## src/rtl/bp_be_fe_queue_buffer_pkg.sv

```systemverilog
// Front-end queue entry format and configuration selection shared by the
// FE queue buffer and its users.
package bp_be_fe_queue_buffer_pkg;

    typedef enum logic [1:0] {
        e_bp_default_cfg = 2'd0,
        e_bp_unicore_cfg = 2'd1
    } bp_params_e;

    typedef enum logic [1:0] {
        e_fe_fetch     = 2'd0,
        e_fe_exception = 2'd1
    } bp_fe_queue_type_e;

    localparam int unsigned vaddr_width_gp  = 39;
    localparam int unsigned instr_width_gp  = 32;
    localparam int unsigned bmeta_width_gp  = 8;

    typedef struct packed {
        bp_fe_queue_type_e           msg_type;
        logic [vaddr_width_gp-1:0]   pc;
        logic [instr_width_gp-1:0]   instr;
        logic [bmeta_width_gp-1:0]   branch_metadata;
    } bp_fe_queue_s;

    // Every configuration currently shares the same entry layout.
    function automatic int unsigned fe_queue_width(input bp_params_e cfg);
        case (cfg)
            e_bp_default_cfg: return $bits(bp_fe_queue_s);
            default:          return $bits(bp_fe_queue_s);
        endcase
    endfunction

endpackage

```

## src/rtl/bsg_mem_1r1w.sv

```systemverilog
// One-write, one-read register-file memory with asynchronous read.
// Contents are intentionally left unreset.
module bsg_mem_1r1w #(
    parameter int unsigned width_p = 1,
    parameter int unsigned els_p   = 2,
    localparam int unsigned addr_width_lp = $clog2(els_p)
) (
    input  logic                     w_clk_i,
    input  logic                     w_v_i,
    input  logic [addr_width_lp-1:0] w_addr_i,
    input  logic [width_p-1:0]       w_data_i,
    input  logic [addr_width_lp-1:0] r_addr_i,
    output logic [width_p-1:0]       r_data_o
);

    logic [width_p-1:0] mem_r [els_p];

    always_ff @(posedge w_clk_i) begin
        if (w_v_i) begin
            mem_r[w_addr_i] <= w_data_i;
        end
    end

    assign r_data_o = mem_r[r_addr_i];

endmodule

```

## src/rtl/bp_be_fe_queue_buffer.sv

```systemverilog
// Speculative FE queue buffer: entries are dequeued speculatively, retired by
// commit, and replayed from the commit point on roll.
module bp_be_fe_queue_buffer
    import bp_be_fe_queue_buffer_pkg::*;
#(
    parameter bp_params_e   bp_params_p = e_bp_default_cfg,
    parameter int unsigned  els_p       = 8,
    localparam int unsigned fe_queue_width_lp = fe_queue_width(bp_params_p)
) (
    input  logic                         clk_i,
    input  logic                         reset_i,
    input  logic [fe_queue_width_lp-1:0] fe_queue_i,
    input  logic                         fe_queue_v_i,
    output logic                         fe_queue_ready_and_o,
    output logic [fe_queue_width_lp-1:0] fe_queue_o,
    output logic                         fe_queue_v_o,
    input  logic                         deq_v_i,
    input  logic                         cmt_v_i,
    input  logic                         roll_v_i,
    input  logic                         clr_v_i,
    output logic                         empty_o
);

    localparam int unsigned addr_width_lp = $clog2(els_p);
    localparam int unsigned ptr_width_lp  = addr_width_lp + 1;

    typedef logic [ptr_width_lp-1:0] ptr_t;

    ptr_t wptr_r, rptr_r, cptr_r;
    ptr_t wptr_n, rptr_n, cptr_n;

    logic full;
    logic enq;
    logic deq_ok;
    logic cmt_ok;

    // Pointers carry a wrap bit, so occupancy is a plain modular difference.
    assign full   = ((wptr_r - cptr_r) == ptr_t'(els_p));
    assign enq    = fe_queue_v_i & ~full;
    assign deq_ok = deq_v_i & (rptr_r != wptr_r);
    assign cmt_ok = cmt_v_i & (cptr_r != rptr_r);

    assign fe_queue_ready_and_o = ~full;
    assign fe_queue_v_o         = (rptr_r != wptr_r);
    assign empty_o              = (wptr_r == cptr_r);

    always_comb begin
        wptr_n = wptr_r;
        rptr_n = rptr_r;
        cptr_n = cptr_r;
        if (clr_v_i) begin
            wptr_n = '0;
            rptr_n = '0;
            cptr_n = '0;
        end else begin
            if (enq) begin
                wptr_n = wptr_r + ptr_t'(1);
            end
            if (cmt_ok) begin
                cptr_n = cptr_r + ptr_t'(1);
            end
            // Roll replays from the commit point, including this cycle's commit.
            if (roll_v_i) begin
                rptr_n = cptr_n;
            end else if (deq_ok) begin
                rptr_n = rptr_r + ptr_t'(1);
            end
        end
    end

    always_ff @(posedge clk_i) begin
        if (reset_i) begin
            wptr_r <= '0;
            rptr_r <= '0;
            cptr_r <= '0;
        end else begin
            wptr_r <= wptr_n;
            rptr_r <= rptr_n;
            cptr_r <= cptr_n;
        end
    end

    bsg_mem_1r1w #(
        .width_p (fe_queue_width_lp),
        .els_p   (els_p)
    ) fifo_mem (
        .w_clk_i  (clk_i),
        .w_v_i    (enq & ~clr_v_i & ~reset_i),
        .w_addr_i (wptr_r[addr_width_lp-1:0]),
        .w_data_i (fe_queue_i),
        .r_addr_i (rptr_r[addr_width_lp-1:0]),
        .r_data_o (fe_queue_o)
    );

    // Simulation check: dequeue needs a visible entry, commit needs a consumed one.
    always_ff @(posedge clk_i) begin
        if (!reset_i && !clr_v_i) begin
            assert (!(deq_v_i && !fe_queue_v_o));
            assert (!(cmt_v_i && (cptr_r == rptr_r)));
        end
    end

endmodule

```

## config.mk

```make
export PLATFORM = sky130hd
export DESIGN_NAME = bp_be_fe_queue_buffer
export DESIGN_NICKNAME = d
export VERILOG_FILES = /design/src/rtl/bp_be_fe_queue_buffer_pkg.sv /design/src/rtl/bsg_mem_1r1w.sv /design/src/rtl/bp_be_fe_queue_buffer.sv
export SDC_FILE = /design/constraint.sdc
export NUM_CORES = 1
export LEC_CHECK = 0
export CAP_MARGIN = 10
export CORE_MARGIN = 3
export CORE_UTILIZATION = 35
export CTS_CLUSTER_SIZE = 10
export DETAILED_ROUTE_END_ITERATION = 16
export PLACE_DENSITY_LB_ADDON = 0.08
export SKIP_CTS_REPAIR_TIMING = 1
export SLEW_MARGIN = 10
export SYNTH_ARGS = -nofsm -noshare
export SYNTH_HDL_FRONTEND = slang
export SYNTH_SLANG_ARGS = --single-unit
```

## constraint.sdc

```tcl
create_clock -name clk_i -period 22.4 [get_ports clk_i]
set_input_delay 3.36 -clock clk_i [delete_from_list [all_inputs] [get_ports clk_i]]
set_output_delay 3.36 -clock clk_i [all_outputs]
set_load 0.03 [all_outputs]
```

==> metrics <==
crit end category=output pin; I/O Pins=172; Critical path destination=fe_queue_o[47]; sequential share of the synthesized area=0.785; DR vias=11252; Max Slew Vio Count=0; CTS tree=yes; hpwl dp=28.6 mm; GPL Wtd Cong=0.673; Area after DPL=28100 µm²; VDD IR-drop max=0.0554 mV; Peak Freq=123 MHz; register bit total from synthesis=663; Setup crit start kind=flip-flop; Die Span X=274 µm; max_slew headroom=0.329; Tmin final=8160 ps; vias in the first global route=12421; clk sinks=663; clock slew at reported path FFs=50 ps; Layout Skew=16.5 ps; Distinct cells, synth=37; most common cell after layout, fill and taps aside=edfxtp_1; Cell Rows=97; CTS H-Tree Depth=3; WS Path Type=flip-flop to output pin; routed vias/inst=5.03; Mapped Nets=1144; DR WL/cell=24.9 µm; Global Route Usage Sum=0.152; die area=75200 µm²; setup TNS=0 ps; # DRC=0; Pre-antenna DRT Iters=6; layout cells sized above 1=0.280; routed wire length=55.7 mm; Vert. Die Dim=274 µm; Root Buffer=clkbuf_16; GRT overflow=0; Syn-to-layout area delta=19.8%; CP Data Arrival Time=4800 ps; mean area per synthesized cell=24.0 µm²; Leakage=9.10 nW; RSZ-0062 raised after global routing=false; r2r setup slk=18390 ps; pwr/cell area=83.8 nW/µm²; Max FO, Critical Path=45; fin nets=1365; Yosys warning count=0; Critical Path RT=19040 ps; status=complete, no violations; worst-margin pin slew=1010 ps; cts bufs inserted=77; DRT iter0 DRCs=696; Mapped Cells=1050; Initial Util=0.356; Tcrit/Tclk final=0.364; pin count of the biggest net entering global routing=64; core area=70600 µm²; Final Core Density=0.427; post-route ant nets=0; setup violators final=0; I/O Buffers=171; worst hold margin=538 ps; CTS Buffer Depth=3; synthesized area=25200 µm²; r2r startpoint=wptr_r[1]; fin area=30200 µm²; path depth of the worst reg2reg path=8; initial antenna violation count=6; global-route wire length before repair=83.1 mm; most frequent cells in the layout=edfxtp_1 (648), clkdlybuf4s50_1 (171), mux4_2 (162); reg-to-reg endpoint=fifo_mem.mem_r[5][16]; Fin. Hold Viols=0; Hold Crit Class=flip-flop to flip-flop; Clock Latency Late Sink=610 ps; max-cap violations=0
-- cells in the mapped netlist --
cell / n / area [µm²]
a21oi_1: 3 / 15.0
and2_1: 1 / 6.26
and3_1: 1 / 6.26
and3_4: 1 / 11.3
and4_1: 1 / 8.76
and4_4: 1 / 11.3
buf_1: 10 / 37.5
buf_2: 18 / 90.1
buf_6: 1 / 11.3
clkbuf_1: 21 / 78.8
dfxtp_1: 15 / 300
edfxtp_1: 648 / 19500
ha_1: 6 / 75.1
inv_1: 7 / 26.3
mux2_2: 81 / 912
mux2i_1: 3 / 30.0
mux4_2: 162 / 3650
nand2_1: 8 / 30.0
nand2b_1: 2 / 12.5
nand3_1: 5 / 25.0
nand4_1: 4 / 25.0
nor2_1: 11 / 41.3
nor2b_1: 1 / 6.26
nor3_1: 1 / 5.00
nor4_1: 6 / 37.5
o211a_1: 1 / 10.0
o211ai_1: 1 / 7.51
o21a_1: 1 / 7.51
o21ai_0: 1 / 5.00
o22ai_1: 4 / 25.0
o31ai_1: 3 / 22.5
o41ai_2: 1 / 16.3
or2_2: 1 / 6.26
or3_1: 1 / 6.26
or4_1: 2 / 15.0
xnor2_1: 8 / 70.1
xor2_1: 8 / 70.1
-- how the worst min path moves through the flow --
stage / slack (ps) / startpoint / to / depth (start not counted)
final: 540 / wptr_r[3] / wptr_r[3] / 2
after global routing: 600 / wptr_r[3] / wptr_r[3] / 2
after CTS: 540 / wptr_r[3] / wptr_r[3] / 2
after detailed placement: 540 / wptr_r[3] / wptr_r[3] / 2
after global placement: 520 / wptr_r[3] / wptr_r[3] / 2
after floorplan: 490 / wptr_r[3] / wptr_r[3] / 2
-- final cells by class --
cell class                 count  area, µm²
clock inverter                 9        113
clock buffer                  94       1990
fill                        6072      40500
multi-input combinational    330       5220
sequential                   663      19800
tap                          940       1180
timing repair buffer         192       1870
inverter                       7       26.3
antenna                        2       5.00
-- flip-flops by register name, indices dropped and copies added, names as in the netlist, named ones only --
register and count:
wptr_r 4, fifo_mem.mem_r 648, cptr_r 4, rptr_r 4
-- per-layer routing --
layer,wire (µm),up-vias,track usage,share of wire
met5,59,-,0,0.0011
met4,1140,8,0.0404,0.020
met3,2570,91,0.0356,0.046
met2,28400,223,0.258,0.51
met1,23500,6032,0.196,0.42
li1,-,4898,-,-
-- worst max-delay path: stages, from the launching register on --
cell	delay [ps]
dfxtp_4	870
buf_4	860
buf_4	820
mux4_2	600
mux2_2	290
clkdlybuf4s50_1	600
-- cells by family after synthesis --
group                      after synthesis  synth area share
xor gates and xnor gates                16           0.00557
DFF                                    663             0.785
buffers and inverters                   57           0.00969
AOI/OAI and AO/OA                       15           0.00432
muxes                                  246             0.182
and+or+nand+nor                         47            0.0101
adders and majority gates                6           0.00298
-- where the power goes --
group	total, W	leakage [nW]	internal (W)	switching (W)
registers	0.00137	5.96	0.00137	0.00000204
logic	0.0000739	2.12	0.0000334	0.0000405
clock network	0.00108	1.02	0.000622	0.000461
-- through the flow --
stage | setup slack [ps] | cells | power (W)
after global placement | 14670 | 2132 | 0.00147
after detailed placement | 14650 | 2132 | 0.00147
after global routing | 13810 | 2235 | 0.00262
after floorplan | 10090 | 1050 | 0.00143
after CTS | 13980 | 2235 | 0.00257
final | 14240 | 2237 | 0.00253
No activity file was read; power rests on OpenSTA's default activity.
